`src/rtl/shift_register_pkg.sv`:
```
// rtl/shift_register_pkg.sv - state encoding and default sizing shared by the 165 and 595 drivers
package shift_register_pkg;

  localparam int DEFAULT_NUM_ICS     = 2;
  localparam int DEFAULT_LOAD_CYCLES = 2;

  localparam logic [2:0] ST_IDLE   = 3'd0;
  localparam logic [2:0] ST_LOAD   = 3'd1;
  localparam logic [2:0] ST_SETTLE = 3'd2;
  localparam logic [2:0] ST_SAMPLE = 3'd3;
  localparam logic [2:0] ST_SHIFT  = 3'd4;
  localparam logic [2:0] ST_DONE   = 3'd5;

  typedef enum logic [2:0] {
    IDLE   = ST_IDLE,
    LOAD   = ST_LOAD,
    SETTLE = ST_SETTLE,
    SAMPLE = ST_SAMPLE,
    SHIFT  = ST_SHIFT,
    DONE   = ST_DONE
  } sr_state_e;

endpackage

```
`src/rtl/shift_register_165.sv`:
```
// rtl/shift_register_165.sv - 74HC165 chain reader; SR165_CHANGE_DETECT_EN enables changed_o
module shift_register_165
  import shift_register_pkg::*;
#(
  parameter int NUM_ICS     = DEFAULT_NUM_ICS,
  parameter int LOAD_CYCLES = DEFAULT_LOAD_CYCLES
) (
  input  logic                   clk_i,
  input  logic                   rst_i,
  input  logic                   trigger_i,
  input  logic                   data_i,
  output logic                   sclk_o,
  output logic                   load_n_o,
  output logic [NUM_ICS*8-1:0]   data_o,
  output logic                   valid_o,
  output logic                   busy_o,
  output logic                   changed_o
);

  localparam int         N     = NUM_ICS * 8;
  localparam int         CW    = $clog2(N);
  localparam logic [3:0] LC_M1 = 4'(LOAD_CYCLES - 1);

  sr_state_e      state_q, state_d;
  logic [CW-1:0]  bit_cnt_q, bit_cnt_d;
  logic [3:0]     load_cnt_q, load_cnt_d;
  logic [N-1:0]   cap_q, cap_d;
  logic [N-1:0]   data_q, data_d;
`ifdef SR165_CHANGE_DETECT_EN
  logic           changed_q, changed_d;
`endif

  always_comb begin
    state_d    = state_q;
    bit_cnt_d  = bit_cnt_q;
    load_cnt_d = load_cnt_q;
    cap_d      = cap_q;
    data_d     = data_q;
`ifdef SR165_CHANGE_DETECT_EN
    changed_d  = 1'b0;
`endif
    unique case (state_q)
      IDLE: begin
        if (trigger_i) begin
          state_d    = LOAD;
          load_cnt_d = LC_M1;
        end
      end
      LOAD: begin
        if (load_cnt_q == 4'd0) begin
          state_d = SETTLE;
        end else begin
          load_cnt_d = load_cnt_q - 4'd1;
        end
      end
      SETTLE: begin
        state_d   = SAMPLE;
        bit_cnt_d = CW'(N - 1);
      end
      SAMPLE: begin
        cap_d[bit_cnt_q] = data_i;
        state_d          = SHIFT;
      end
      SHIFT: begin
        // publish on the way into DONE so data_o and valid_o line up
        if (bit_cnt_q == '0) begin
          state_d = DONE;
          data_d  = cap_q;
`ifdef SR165_CHANGE_DETECT_EN
          changed_d = (cap_q != data_q);
`endif
        end else begin
          bit_cnt_d = bit_cnt_q - 1'b1;
          state_d   = SAMPLE;
        end
      end
      DONE: begin
        if (trigger_i) begin
          state_d    = LOAD;
          load_cnt_d = LC_M1;
        end else begin
          state_d = IDLE;
        end
      end
      default: state_d = IDLE;
    endcase
  end

  always_ff @(posedge clk_i) begin
    if (rst_i) begin
      state_q    <= IDLE;
      bit_cnt_q  <= '0;
      load_cnt_q <= '0;
      cap_q      <= '0;
      data_q     <= '0;
    end else begin
      state_q    <= state_d;
      bit_cnt_q  <= bit_cnt_d;
      load_cnt_q <= load_cnt_d;
      cap_q      <= cap_d;
      data_q     <= data_d;
    end
  end

`ifdef SR165_CHANGE_DETECT_EN
  always_ff @(posedge clk_i) begin
    if (rst_i) begin
      changed_q <= 1'b0;
    end else begin
      changed_q <= changed_d;
    end
  end
  assign changed_o = changed_q;
`else
  assign changed_o = 1'b0;
`endif

  assign sclk_o   = (state_q == SHIFT);
  assign load_n_o = (state_q != LOAD);
  assign valid_o  = (state_q == DONE);
  assign busy_o   = (state_q != IDLE);
  assign data_o   = data_q;

endmodule

```
`config.mk`:
```
export PLATFORM = sky130hd
export DESIGN_NAME = shift_register_165
export DESIGN_NICKNAME = d
export VERILOG_FILES = /design/src/rtl/shift_register_pkg.sv /design/src/rtl/shift_register_165.sv
export SDC_FILE = /design/constraint.sdc
export NUM_CORES = 1
export LEC_CHECK = 0
export ABC_AREA = 1
export CORE_MARGIN = 10
export CORE_UTILIZATION = 59
export DETAILED_ROUTE_END_ITERATION = 10
export PLACE_DENSITY = 0.81
export SETUP_SLACK_MARGIN = 0.1
export SYNTH_ARGS = -nofsm -noshare
export SYNTH_HDL_FRONTEND = slang
export SYNTH_SLANG_ARGS = --single-unit
```
`constraint.sdc`:
```
create_clock -name clk_i -period 3.6 [get_ports clk_i]
set_input_delay 0.54 -clock clk_i [delete_from_list [all_inputs] [get_ports clk_i]]
set_output_delay 0.54 -clock clk_i [all_outputs]
set_load 0.01 [all_outputs]
```
# ---- Word level (Yosys, flattened, before mapping)
# Index checks and enable logic that the tools add are counted.
dict set report word_totals {
  regBits 43
  in_bits 4
  output_inout_bits 21
  word_cells 45
}
dict set report classes {
  addsub 2
  order_cmp 2
  n_eq_ne 11
  n_mux 13
  reduce_logical 12
}
# operator count
set ops {}
lappend ops {{$pmux W3 S6} 1}
lappend ops {{$bwmux W16} 1}
lappend ops {{$pmux W4 S2} 2}
lappend ops {{$mux W4} 3}
lappend ops {{$mux W3} 3}
lappend ops {{$logic_not A4 Y1} 2}
lappend ops {{$ne A2 B2 Y1 const B} 4}
lappend ops {{$sub A4 B1 Y4 const B} 2}
lappend ops {{$eq A3 B2 Y1 const B} 2}
lappend ops {{$eq A3 B3 Y1 const B} 2}
lappend ops {{$reduce_and A2 Y1} 3}
lappend ops {{$lt A4 B5 Y1 const B} 1}
lappend ops {{$demux W1 S4} 1}
lappend ops {{$ge A4 B1 Y1 const B} 1}
lappend ops {{$reduce_bool A2 Y1} 2}
lappend ops {{$eq A3 B1 Y1 const B} 1}
lappend ops {{$logic_not A3 Y1} 1}
lappend ops {{$ne A3 B1 Y1 const B} 1}
lappend ops {{$reduce_and A3 Y1} 1}
lappend ops {{$reduce_bool A3 Y1} 1}
lappend ops {{$mux W1} 2}
lappend ops {{$ne A2 B1 Y1 const B} 1}
lappend ops {{$reduce_or A2 Y1} 1}
lappend ops {{$logic_and A1 B1 Y1} 1}

# ---- Logic depth before layout (Yosys ltp)
dict set report logic_depth {
  word_depth 5
  ltp_mapped 9
  depth_no_buf 8
}

# ---- Least setup slack after synthesis
# Ideal clock, no wire load.
dict set report synth_path {
  path_type {register to register}
  from {reg bit_cnt_q[0]}
  to {reg data_q[6], in the netlist data_o[6]}
  setup_ns 0.117
  arrival_ns 1.252
  required_time_ns 3.483
  setup_slack_ns 2.231
  path_stages_with_launch 10
  n_path_buf 2
  period_less_slack_ns 1.369
  cell_sequence {dfxtp_1 > inv_1 > ha_1 > nand2_4 > nor2_4 > buf_6 > inv_6 > buf_12 > nor2_4 > nor2_2}
}
dict set report synth_between {
  elab_chain_cells 2
}
# element line_no
set synth_lines {}
lappend synth_lines {{start: declaration} shift_register_165.sv:25} ;# logic [CW-1:0] bit_cnt_q, bit_cnt_d;
lappend synth_lines {{start signal: assignment} shift_register_165.sv:98} ;# bit_cnt_q <= bit_cnt_d;
lappend synth_lines {{$logic_not A4 Y1} shift_register_165.sv:66} ;# if (bit_cnt_q == '0) begin
lappend synth_lines {{$reduce_and A2 Y1 (no line)} --}
lappend synth_lines {{end signal: assignment} shift_register_165.sv:101} ;# data_q <= data_d;
lappend synth_lines {{end: declaration} shift_register_165.sv:28} ;# logic [N-1:0] data_q, data_d;
# No other way between the ends.
# A chain may end at the register's enable or synchronous reset.

# ---- Worst setup path after layout
dict set report layout_path {
  from {reg state_q[0]}
  to {out load_n_o}
}
dict set report layout_between {
  elab_chain_cells 1
}
# element line_no
set layout_lines {}
lappend layout_lines {{start: declaration} shift_register_165.sv:24} ;# sr_state_e state_q, state_d;
lappend layout_lines {{start signal: assignment} shift_register_165.sv:97} ;# state_q <= state_d;
lappend layout_lines {{$ne A3 B1 Y1} shift_register_165.sv:119} ;# assign load_n_o = (state_q != LOAD);
lappend layout_lines {{end: declaration} shift_register_165.sv:13} ;# output logic load_n_o,
# No other way between the ends.

==> results.json <==
{
  "clk_pin_slew_ps": 130,
  "critPathArrivalTime_ps": 1730,
  "setup_viol_count_final": 0,
  "dp_hpwl_um": 2970,
  "yosysUniqueCellTypes": 28,
  "yosys.area.top_type": "dfxtp_1",
  "core-area_um2": 3360,
  "vias_per_cell": 5.17,
  "synth_compound_area_share_pct": 15.2,
  "min_path_type": "reg2reg",
  "nets": 299,
  "gp_congestion": 0.830,
  "synthMuxAreaShare_pct": 0,
  "syn_inst": 269,
  "avgSynthCellArea_um2": 7.65,
  "ir_worst_vdd_mv": 0.326,
  "vias": 1733,
  "finalHoldViolCount": 0,
  "drc_errors": 0,
  "cts_tree": "yes",
  "maxCapViolations": 0,
  "finish.utilization_pct": 69.3,
  "yosysWarningCount": 0,
  "synth_top_flop_cell": "dfxtp_1",
  "drive_gt1_share_pct": 14.9,
  "holdWs_ps": 468,
  "post_cts_resized": 0,
  "cts-root-buf": "clkbuf_4",
  "synth_nets": 280,
  "grt_max_degree": 34,
  "ys_seq_area_share_pct": 41.8,
  "drtAntennaViolNets": 0,
  "ys_seq_elements": 43,
  "wl_per_cell_um": 12.0,
  "endpoint_kind": "output port",
  "grt_pass1_vias": 1662,
  "critPathSlowestCell": "dfxtp_1",
  "core.rowCount": 21,
  "htreeDepth": 2,
  "worstPathCellList": "nand2_2 > nor2_2 > inv_1 > clkdlybuf4s50_1",
  "synth.most_common_cell": "dfxtp_1",
  "p_leak_nw": 0.974,
  "synth_top_area_share_pct": 41.8,
  "netlist_top_cells_area": "dfxtp_1, o21ai_0, nor2_1, nand2_1, a21oi_1",
  "total_power_mw": 1.34,
  "worst_slack_ps": 1330,
  "numCtsBuffers": 5,
  "grt_usage_pct": 13.8,
  "drv_slew": 0,
  "io_buffers": 23,
  "fp.dieH_um": 79.0,
  "synth_xor_area_share_pct": 0.426,
  "routed_wl_um": 4010,
  "cp_num_buf_inv": 2,
  "n_antenna_cell": 0,
  "critPathMaxFanout": 8,
  "clockBufferDepth": 2,
  "synth_top_family_by_area": "simple AND/OR/NAND/NOR gates",
  "crit_type": "reg2out",
  "synth_edf_count": 0,
  "netlist_area_um2": 2060,
  "fillers": 298,
  "die_area_um2": 6250,
  "dieWidth_um": 79.0,
  "cp-start-kind": "register",
  "ioPinCount": 25,
  "start_util_pct": 61.2,
  "tns_ps": 0,
  "drtPass1Iterations": 4,
  "yosys-top-cells-count": "dfxtp_1, nor2_1, o21ai_0",
  "syn_to_final_growth_pct": 13.4,
  "synthArstFlopShare_pct": 0,
  "fmax_mhz": 441,
  "clk_latency_ps": 350,
  "grt_antenna_before_repair": 0,
  "slew_headroom_pct": 48.6,
  "synthAdderAreaFrac_pct": 4.26,
  "cts_hold_buf": 0,
  "grt_overflow": 0,
  "crit_family": "flip-flops",
  "post-place-ws_ps": 1210,
  "r2r_setup_slack_ps": 1890,
  "rsz0062_at_grt": "no",
  "critPathRequiredTime_ps": 3060,
  "finClkSkew_ps": 13.7,
  "yosys.area_share.simple_pct": 28.2,
  "drt_iter0_markers": 97,
  "power.density_nw_per_um2": 575,
  "postCtsSetupBuffers": 0,
  "slowest_delay_ps": 570,
  "tightest_slew_ps": 771,
  "clock_sinks": 43,
  "period_minus_slack_ps": 2270,
  "grt_first_pass_wirelength_um": 7300,
  "period_share_pct": 63.0,
  "status": "finished clean"
}
[state kept, by name (all words and copies together), names as in the netlist]
register    flops
bit_cnt_q       4
cap_q          16
data_o         16
load_cnt_q      4
state_q         3
[placed cells by master (no fill, tap or decap), drive strengths merged]
| master | netlist | final |
|---|---|---|
| nor2 | 60 | 60 |
| a21oi | 22 | 22 |
| clkinvlp | 0 | 1 |
| inv | 30 | 30 |
| or2 | 2 | 2 |
| ha | 7 | 7 |
| nand2 | 37 | 37 |
| clkdlybuf4s50 | 0 | 23 |
| nor3 | 7 | 7 |
| a21boi | 1 | 1 |
| o21ai | 36 | 36 |
| nand3 | 10 | 10 |
| clkbuf | 3 | 7 |
| xor2 | 1 | 1 |
| dfxtp | 43 | 43 |
| conb | 1 | 1 |
| nand4 | 1 | 1 |
[cell families (layout without fill, tap and decap cells)]
family | after synthesis | after routing
fa+ha+maj | 7 | 7
xor+xnor | 1 | 1
buf+inv | 41 | 61
flops | 43 | 43
other cells | 1 | 1
compound gates | 59 | 59
simple gates | 117 | 117
[layout make-up]
class	instances	area [um2]	area share [%]
clock buffers	7	65.1	2.79
clock inverters	1	7.51	0.322
inverters	30	118	5.04
multi-input cells	185	993	42.6
flip-flops and latches	43	861	36.9
well taps	46	57.6	2.47
repair buffers	23	230	9.87
[path summary, 6_finish.rpt]
| check | from | to | cells after the start |
|---|---|---|---|
| min | cap_q[14]$_SDFFE_PP0P_ | cap_q[14]$_SDFFE_PP0P_ | 2 |
| min reg2reg | cap_q[14]$_SDFFE_PP0P_ | cap_q[14]$_SDFFE_PP0P_ | 2 |
| max | state_q[0]$_SDFFE_PP0P_ | load_n_o | 4 |
| max reg2reg | bit_cnt_q[0]$_SDFFE_PP0P_ | data_o[11]$_SDFFE_PP0P_ | 7 |
[through the flow]
| stage | instance area (um2) | std cells |
|---|---|---|
| after global placement | 2260 | 327 |
| after CTS | 2330 | 335 |
| after floorplan | 2060 | 269 |
| after global routing | 2330 | 335 |
| after detailed placement | 2260 | 327 |
| final | 2330 | 335 |
[tightest hold or removal path: stages (launching register included)]
cell	delay [ps]
dfxtp_1	320
inv_1	60
a21oi_1	60
[report_power, final]
part | leakage [nW] | switching (mW) | internal (mW)
Clock | 0.0375 | 0.155 | 0.114
Sequential | 0.348 | 0.0624 | 0.529
Combinational | 0.589 | 0.292 | 0.188
[layer usage]
metal	global-route usage (%)	up-vias	part of all wire (%)
met2	23.7	22	47
met1	15.9	810	48
met4	3.76	0	0.77
met5	0	-	0
met3	4.62	4	4.4
li1	-	897	-
No activity file was read; power rests on OpenSTA's default activity.
